**config.mk**
```make
export PLATFORM = sky130hd
export DESIGN_NAME = ecc_apb_sequencer
export DESIGN_NICKNAME = d
export VERILOG_FILES = /design/src/rtl/ecc_apb_sequencer_pkg.sv /design/src/rtl/ecc_apb_sequencer_apb_write_phy.sv /design/src/rtl/ecc_apb_sequencer.sv
export SDC_FILE = /design/constraint.sdc
export NUM_CORES = 1
export LEC_CHECK = 0
export ABC_AREA = 1
export CAP_MARGIN = 30
export CORE_UTILIZATION = 28
export CTS_CLUSTER_SIZE = 14
export DETAILED_ROUTE_END_ITERATION = 8
export GPL_TIMING_DRIVEN = 1
export PLACE_DENSITY = 0.55
export SLEW_MARGIN = 20
export SYNTH_ARGS = -nofsm -noshare
export SYNTH_HDL_FRONTEND = slang
export SYNTH_HIERARCHICAL = 1
export SYNTH_SLANG_ARGS = --single-unit
```
**constraint.sdc**
```tcl
create_clock -name clk -period 2.65 [get_ports clk]
set_input_delay 0.6625 -clock clk [delete_from_list [all_inputs] [get_ports clk]]
set_output_delay 0.6625 -clock clk [all_outputs]
set_load 0.01 [all_outputs]
```
**src/rtl/ecc_apb_sequencer_pkg.sv**
```systemverilog
// ---------------------------------------------------------------------------
// ecc_apb_sequencer_pkg
// Shared definitions for the ECC APB sequencer:
//   - state_t            : sequencer FSM states
//   - ADDR_*             : ECC core register map (byte addresses)
//   - CMD_* / WIDTH_*    : encodings carried by job_cmd and job_width
//   - reg_addr()         : write index -> register address
// ---------------------------------------------------------------------------
package ecc_apb_sequencer_pkg;

  typedef enum logic [2:0] {
    IDLE,
    SETUP,
    ACCESS,
    WAIT_DONE,
    RESP
  } state_t;

  // ECC core register map
  localparam logic [3:0] ADDR_CTRL           = 4'd0;
  localparam logic [3:0] ADDR_DATA_IN        = 4'd4;
  localparam logic [3:0] ADDR_CODEWORD_WIDTH = 4'd8;
  localparam logic [3:0] ADDR_NOISE          = 4'd12;

  // job_cmd encodings (written to CTRL)
  localparam logic [1:0] CMD_ENCODE = 2'd0;
  localparam logic [1:0] CMD_DECODE = 2'd1;
  localparam logic [1:0] CMD_FULL   = 2'd2;

  // job_width encodings (written to CODEWORD_WIDTH)
  localparam logic [1:0] WIDTH_8  = 2'd0;
  localparam logic [1:0] WIDTH_16 = 2'd1;
  localparam logic [1:0] WIDTH_32 = 2'd2;

  // CTRL is written last so the core starts only once its operands are loaded
  localparam logic [1:0] LAST_INDEX = 2'd3;

  function automatic logic [3:0] reg_addr(input logic [1:0] index);
    case (index)
      2'd0:    return ADDR_DATA_IN;
      2'd1:    return ADDR_CODEWORD_WIDTH;
      2'd2:    return ADDR_NOISE;
      default: return ADDR_CTRL;
    endcase
  endfunction

endpackage

```
**src/rtl/ecc_apb_sequencer_apb_write_phy.sv**
```systemverilog
// ---------------------------------------------------------------------------
// apb_write_phy
// Two-phase APB write master. A one-cycle start pulse loads addr/wdata and
// puts the bus in SETUP on the next edge; ACCESS follows for one cycle, and
// done is high during ACCESS. If start is asserted during ACCESS the next
// SETUP follows back to back; otherwise the bus returns to all-zero.
// Ports:
//   clk, arstn            clock, asynchronous active-low reset
//   start, addr, wdata    transfer request (sampled on the start cycle)
//   done                  high during the ACCESS cycle
//   psel, penable, pwrite, paddr, pwdata   registered APB master outputs
// ---------------------------------------------------------------------------
module apb_write_phy #(
  parameter int ADDR_W = 20,
  parameter int DATA_W = 32
) (
  input  logic              clk,
  input  logic              arstn,
  input  logic              start,
  input  logic [ADDR_W-1:0] addr,
  input  logic [DATA_W-1:0] wdata,
  output logic              done,
  output logic              psel,
  output logic              penable,
  output logic              pwrite,
  output logic [ADDR_W-1:0] paddr,
  output logic [DATA_W-1:0] pwdata
);

  // NOTE: sequential state is written with non-blocking assignments so every
  // register samples pre-edge values regardless of block evaluation order.
  always_ff @(posedge clk or negedge arstn) begin
    if (!arstn) begin
      psel    <= 1'b0;
      penable <= 1'b0;
      pwrite  <= 1'b0;
      paddr   <= '0;
      pwdata  <= '0;
    end else if (start) begin
      psel    <= 1'b1;
      penable <= 1'b0;
      pwrite  <= 1'b1;
      paddr   <= addr;
      pwdata  <= wdata;
    end else if (psel && !penable) begin
      // SETUP -> ACCESS, address and data held
      penable <= 1'b1;
    end else begin
      // Idle bus drives zero on every field
      psel    <= 1'b0;
      penable <= 1'b0;
      pwrite  <= 1'b0;
      paddr   <= '0;
      pwdata  <= '0;
    end
  end

  assign done = psel && penable;

endmodule

```
**src/rtl/ecc_apb_sequencer.sv**
```systemverilog
// ---------------------------------------------------------------------------
// ecc_apb_sequencer
// Accepts one ECC job at a time, programs the ECC core over APB (DATA_IN,
// CODEWORD_WIDTH, NOISE, then CTRL), waits for operation_done with a bounded
// timeout, and presents the result on a valid/ready port.
// Ports:
//   clk, arstn                    clock, asynchronous active-low reset
//   job_*                         job request (valid/ready handshake)
//   PSEL..PWDATA                  APB master write port
//   operation_done, data_out,
//   num_of_errors                 ECC core status
//   res_*                         result (valid/ready handshake)
// ---------------------------------------------------------------------------
module ecc_apb_sequencer
  import ecc_apb_sequencer_pkg::*;
#(
  parameter int AMBA_WORD       = 32,
  parameter int AMBA_ADDR_WIDTH = 20,
  parameter int DATA_WIDTH      = 32,
  parameter int TIMEOUT         = 64
) (
  input  logic                       clk,
  input  logic                       arstn,
  // job port
  input  logic                       job_valid,
  output logic                       job_ready,
  input  logic [DATA_WIDTH-1:0]      job_data,
  input  logic [1:0]                 job_cmd,
  input  logic [1:0]                 job_width,
  input  logic [DATA_WIDTH-1:0]      job_noise,
  // APB master
  output logic                       PSEL,
  output logic                       PENABLE,
  output logic                       PWRITE,
  output logic [AMBA_ADDR_WIDTH-1:0] PADDR,
  output logic [AMBA_WORD-1:0]       PWDATA,
  // ECC core status
  input  logic                       operation_done,
  input  logic [DATA_WIDTH-1:0]      data_out,
  input  logic [1:0]                 num_of_errors,
  // result port
  output logic                       res_valid,
  input  logic                       res_ready,
  output logic [DATA_WIDTH-1:0]      res_data,
  output logic [1:0]                 res_errors,
  output logic                       res_timeout
);

  localparam int CNT_W = (TIMEOUT > 1) ? $clog2(TIMEOUT) : 1;
  localparam logic [CNT_W-1:0] CNT_LAST = CNT_W'(TIMEOUT - 1);

  state_t                      state;
  logic [1:0]                  index;
  logic [CNT_W-1:0]            wait_cnt;

  logic [DATA_WIDTH-1:0]       data_q;
  logic [DATA_WIDTH-1:0]       noise_q;
  logic [1:0]                  cmd_q;
  logic [1:0]                  width_q;

  logic                        accept;
  logic                        phy_start;
  logic                        phy_done;
  logic [1:0]                  start_index;
  logic [DATA_WIDTH-1:0]       cur_data;
  logic [DATA_WIDTH-1:0]       cur_noise;
  logic [1:0]                  cur_cmd;
  logic [1:0]                  cur_width;
  logic [AMBA_ADDR_WIDTH-1:0]  start_addr;
  logic [AMBA_WORD-1:0]        start_wdata;

  assign accept = (state == IDLE) && job_valid && job_ready;

  // The first write is launched in the handshake cycle, before the job
  // registers are loaded, so operands come straight from the job port then.
  always_comb begin
    // NOTE: every always_comb output gets a default first so no path leaves
    // it unassigned, which would otherwise infer a latch.
    phy_start   = 1'b0;
    start_index = 2'd0;
    start_wdata = '0;
    cur_data    = accept ? job_data  : data_q;
    cur_noise   = accept ? job_noise : noise_q;
    cur_cmd     = accept ? job_cmd   : cmd_q;
    cur_width   = accept ? job_width : width_q;

    if (accept) begin
      phy_start   = 1'b1;
      start_index = 2'd0;
    end else if (state == ACCESS && phy_done && index != LAST_INDEX) begin
      phy_start   = 1'b1;
      start_index = index + 2'd1;
    end

    start_addr = AMBA_ADDR_WIDTH'(reg_addr(start_index));
    case (start_index)
      2'd0:    start_wdata = AMBA_WORD'(cur_data);
      2'd1:    start_wdata = AMBA_WORD'(cur_width);
      2'd2:    start_wdata = AMBA_WORD'(cur_noise);
      default: start_wdata = AMBA_WORD'(cur_cmd);
    endcase
  end

  apb_write_phy #(
    .ADDR_W (AMBA_ADDR_WIDTH),
    .DATA_W (AMBA_WORD)
  ) u_phy (
    .clk     (clk),
    .arstn   (arstn),
    .start   (phy_start),
    .addr    (start_addr),
    .wdata   (start_wdata),
    .done    (phy_done),
    .psel    (PSEL),
    .penable (PENABLE),
    .pwrite  (PWRITE),
    .paddr   (PADDR),
    .pwdata  (PWDATA)
  );

  always_ff @(posedge clk or negedge arstn) begin
    if (!arstn) begin
      state       <= IDLE;
      index       <= 2'd0;
      wait_cnt    <= '0;
      data_q      <= '0;
      noise_q     <= '0;
      cmd_q       <= 2'd0;
      width_q     <= 2'd0;
      job_ready   <= 1'b0;
      res_valid   <= 1'b0;
      res_data    <= '0;
      res_errors  <= 2'd0;
      res_timeout <= 1'b0;
    end else begin
      case (state)
        IDLE: begin
          // job_ready rises on the first edge after reset release
          job_ready <= 1'b1;
          if (accept) begin
            data_q    <= job_data;
            noise_q   <= job_noise;
            cmd_q     <= job_cmd;
            width_q   <= job_width;
            index     <= 2'd0;
            job_ready <= 1'b0;
            state     <= SETUP;
          end
        end

        SETUP: state <= ACCESS;

        ACCESS: begin
          if (phy_done) begin
            if (index == LAST_INDEX) begin
              wait_cnt <= '0;
              state    <= WAIT_DONE;
            end else begin
              index <= index + 2'd1;
              state <= SETUP;
            end
          end
        end

        WAIT_DONE: begin
          if (operation_done) begin
            res_data    <= data_out;
            res_errors  <= num_of_errors;
            res_timeout <= 1'b0;
            res_valid   <= 1'b1;
            state       <= RESP;
          end else if (wait_cnt == CNT_LAST) begin
            res_data    <= '0;
            res_errors  <= 2'd0;
            res_timeout <= 1'b1;
            res_valid   <= 1'b1;
            state       <= RESP;
          end else if (wait_cnt != '1) begin
            // Saturating count: never wraps back to zero
            wait_cnt <= wait_cnt + CNT_W'(1);
          end
        end

        RESP: begin
          if (res_ready) begin
            res_valid <= 1'b0;
            job_ready <= 1'b1;
            state     <= IDLE;
          end
        end

        default: state <= IDLE;
      endcase
    end
  end

endmodule

```
[Word-level counts from Yosys, hierarchy flattened]
Cells that the tools add are included.
Cells by class
  eq/ne operators: 20
  muxes and demuxes: 47
  reductions and logical operators: 20
  add/sub/neg operators: 2
Operator list (count)
  32-bit 2-to-1 mux: 6
  32-bit one-hot mux with 3 select lines: 1
  20-bit 2-to-1 mux: 2
  6-bit 2-to-1 mux: 5
  2-bit 2-to-1 mux: 10
  2-bit inequality test (second input constant): 9
  3-bit 2-to-1 mux: 5
  3-bit one-hot mux with 5 select lines: 1
  1-bit 2-to-1 mux: 12
  4-bit one-hot mux with 3 select lines: 1
  6-bit one-hot mux with 2 select lines: 1
  2-bit nonzero test: 5
  4-bit AND reduction: 2
  6-bit by 1-bit adder with 6-bit output (second input constant): 1
  3-bit by 2-bit equality test with 1-bit output (second input constant): 2
  6-bit equality test (second input constant): 1
  1-bit logical AND: 6
  6-bit inequality test (second input constant): 1
  6-bit AND reduction: 1
  2-bit equality test (second input constant): 2
  1-bit one-hot mux with 2 select lines: 2
  2-bit one-hot mux with 2 select lines: 1
  2-bit AND reduction: 2
  3-bit by 1-bit equality test with 1-bit output (second input constant): 1
  other kinds (9): 9
Word-level totals
  bits in registers: 170
  output and inout port bits: 92

[Longest topological paths before layout]
Gate-level depths: netlist of run 1.
  word-level depth: 8
  gate-level depth with buffers: 16
  depth with buffers taken out: 14

[By module]
The synthesis of run 1 kept the hierarchy.
Modules (own cells, without submodules)
  ecc_apb_sequencer: sequential area each 2902.8 µm², instances 1, cells each 611, area an instance 5659.2 µm²
  apb_write_phy: sequential area each 1351.3 µm², instances 1, cells each 240, area an instance 2381.0 µm²

[Worst setup path after synthesis of run 1]
Ideal clock, no wire load.
  kind: register to register
  start point: reg u_phy/pwrite (netlist name)
  end point: reg u_phy.pwdata[10]
  setup time: 0.118 ns
  stages on the path, launching flop included: 16
  data required time: 2.532 ns
  path slack: 0.519 ns
  period minus slack after synthesis: 2.131 ns
  data arrival time: 2.013 ns
  path through: dfrtp_1 > buf_4 > buf_6 > nand2_1 > inv_1 > inv_1 > nor2_1 > nand2_1 > nor2_1 > inv_1 > ha_1 > clkbuf_1 > o211ai_1 > a21oi_1 > nand2_1 > nand2_1
RTL lines
  end signal: assignment: line ecc_apb_sequencer_apb_write_phy.sv:44  | pwdata <= wdata;
  end: declaration: line ecc_apb_sequencer_apb_write_phy.sv:27  | output logic [DATA_W-1:0] pwdata

==> metrics, run 1 <==
Synth area leader=sky130_fd_sc_hd__dfrtp_1; netlist area before placement=8040 µm²; via count of the first global-routing pass=6491; Area growth syn-to-layout=35.29%; dominant synthesized flop cell=sky130_fd_sc_hd__dfrtp_1; hold buffer count at CTS=0; number of design rule violations left after detail routing=0; highest attainable clock frequency=397.2 MHz; pin count of the biggest net entering global routing=97; number of buffers inserted during clock tree synthesis=17; total wirelength of the detailed-routed design=23430 µm; number of cell rows=61; total setup violations reported at the end of the flow=0; crit share post-route=95.01%; final number of max-transition violations=0; initial core utilization=28.70%; via density per instance=4.574; count of max-cap constraint violations=0; relative max-transition margin=58.53%; type of the setup path with the least slack=reg -> out; Leak Pwr=0.005137 µW; Hold/Removal Path Class=in -> async; Placer Congestion=0.7588; critical path cell sequence=buf_6, clkdlybuf4s50_1; number of standard cells in the layout, taps in and fillers out=1439; count of state elements after synthesis=170; sequential cell area fraction in the yosys report=52.91%; met1 Track Usage GR=21.45%; data arrival time at the worst-slack endpoint=1860 ps; Die Height=171.5 µm; total global routing overflow=0; width of the chip=171.5 µm; count of flip-flops with a built-in enable after synthesis=0; worst-case setup slack after placement=239.5 ps; element type at the critical path start=flop; remaining antenna violation count after routing=0; critical path depth in cells=2; Clk Tree Root Cell=sky130_fd_sc_hd__clkbuf_16; Avg WL per Cell=16.28 µm; leading cell types by count after synthesis=sky130_fd_sc_hd__nand2_1, sky130_fd_sc_hd__dfrtp_1, sky130_fd_sc_hd__inv_1; global-route total usage across every layer=16.66%; proportion of synthesized flip-flops having asynchronous set or reset=100.0%; DRT iter0 DRCs=502; Multi-input gate area=3008 µm²; data required time at the worst endpoint=1990 ps; number of filler cells placed in the layout=2851; total count of hold-check failures in the final report=0; clock tree from TritonCTS=yes; total via count in the routed design=6582; net total in the final layout=1159; master of the slowest instance on the critical path=sky130_fd_sc_hd__clkdlybuf4s50_1; number of antenna violations at the first check in global routing=3; clock-pin slew on the worst setup and hold paths=80 ps; Setup Skew=13.86 ps; Buf/Inv on CP=2; first-pass GRT wire length=37180 µm; cell class contributing the biggest share of worst-path delay=buffers and inverters; CORE AREA=28010 µm²; post-detail-place hpwl=15750 µm; fraction of synthesized cell area taken by the top area cell type=52.91%; Synth cell types=30; Seq. cell area=4255 µm²; endpoint type of the worst setup path=primary output; Global Route met3 Usage=5.108%; instance count after placement with tap cells included=1405; I/O Pins=199; number of buffers on the longest clock path=2; result of the run=completed; Avg Synthesized Cell Area=9.448 µm²; proportion of layout cells with a drive suffix above 1=6.421%; Clock Sinks=170; GRT busiest layer=met2; leading cell type by number of instances after synthesis=sky130_fd_sc_hd__nand2_1; clock latency at the later pin of the worst-skew pair=430 ps; Cells after Synth=851; worst vdd ir=0.5099 mV; final critical-path required period=2518 ps; count of yosys warnings during synthesis=6; pwr/cell area=1085 nW/µm²; Total Negative Setup Slacks=0 ps; R2R cell count=12; RSZ-0062 raised after global routing=false; quantity of I/O buffers inserted on ports=198; H-tree depth reported by CTS=4; Worst Path Max Fanout=55; top area cells in the synthesized netlist=sky130_fd_sc_hd__dfrtp_1, sky130_fd_sc_hd__nand2_1, sky130_fd_sc_hd__o211ai_1; M2 GR Usage=26.98%; delay of the slowest cell on the worst path=640 ps; final worst-path setup slack=132.2 ps; Die Area=29400 µm²; total power=11800 µW; actual slew at the worst max-slew pin=621.1 ps; length of the first detailed-routing pass in iterations=5
[what timing repair did]
item / CTS / global route
hold endpoints to repair: 0 / 0
endpoints found under the setup margin: 2 / 12
gates resized for setup: 1 / 1
buffers inserted: 0 / 0
[metal layers]
metal | part of all wire (%) | routed length (µm) | up-vias
li1 | - | - | 3261
met1 | 45 | 10540 | 3102
met2 | 46 | 10800 | 197
met3 | 7.6 | 1785 | 20
met4 | 1.2 | 289 | 2
met5 | 0.055 | 13 | -
[path summary, 6_finish.rpt]
| kind | slack (ps) | to | start |
|---|---|---|---|
| min in group clk | 490 | cmd_q[0] | cmd_q[0] |
| max reg2reg | 430 | u_phy/pwdata[24] | state[2] |
| max in group asynchronous | 1760 | res_timeout | arstn |
| min | 160 | u_phy/pwdata[6] | arstn |
| min reg2reg | 490 | cmd_q[0] | cmd_q[0] |
| max | 130 | PSEL | u_phy/pwrite |
[through the flow]
stage / cell area (µm²) / util [%] / hold WS, ps
floorplan: 8104 / - / 366.9
global placement: 10300 / 36.78 / 471.9
detailed placement: 10300 / 36.78 / 477.9
CTS: 10870 / 38.81 / 171.2
global route: 10870 / 38.82 / 175.6
finish: 10880 / 38.83 / 160.6
[area by class of cell]
cell class,count,share of cell area [%]
clock buffers,18,3.945
flip-flops and latches,170,39.12
repair buffers,218,20.34
multi-input cells,546,27.65
diodes,2,0.04601
inverters,93,3.324
clock inverters,14,1.231
well taps,378,4.348
[flip-flops by register name, summed over array words and instances (netlist names)]
register	cells
data_q	32
noise_q	32
res_data	32
u_phy/pwdata	32
u_phy/paddr	20
wait_cnt	6
state	3
cmd_q	2
index	2
res_errors	2
width_q	2
job_ready	1
res_timeout	1
res_valid	1
u_phy/penable	1
u_phy/pwrite	1
[layout by cell type, fill, tap and decap left out, drive strengths merged, types with 6 or more instances in the layout]
master	synthesis	final
conb	1	18
o21a	60	60
and2	6	6
nand4	59	59
nand2	223	223
nand3	15	15
o211ai	60	60
buf	50	21
a22o	34	34
clkbuf	9	18
dfrtp	170	170
a21oi	34	34
clkdlybuf4s50	0	197
inv	93	99
nor2	23	23
ha	6	6
[kinds of logic (layout without fill, tap and decap cells)]
family	Yosys count	in the layout	synth area share [%]
xor+xnor	3	3	0.3269
other cells	1	20	0.04664
buf+inv	152	343	10.63
compound gates	190	190	17.15
flops	170	170	52.91
simple gates	329	329	18.01
fa+ha+maj	6	6	0.9337
[power breakdown]
group | internal [µW] | total (µW) | switching, µW
combinational | 2450 | 5160 | 2700
sequential | 3710 | 4240 | 524
clock | 1240 | 2410 | 1170
[worst register-to-register path, delay by kind of cell, from the launching register on]
kind	cells	cell delay, ps
AND/OR/NAND/NOR	6	750
buffers and inverters	3	430
AO/OA/AOI/OAI	2	190
flip-flops	1	420
adder cells (fa/ha/maj)	1	310
(Power assumes the default switching activity.)
==> inputs of run 2 (changes only) <==
SKIP_CTS_REPAIR_TIMING = 1   (was not set)
==> results of run 2 <==
Final layout, timing and power as in run 1 (identical DEF).
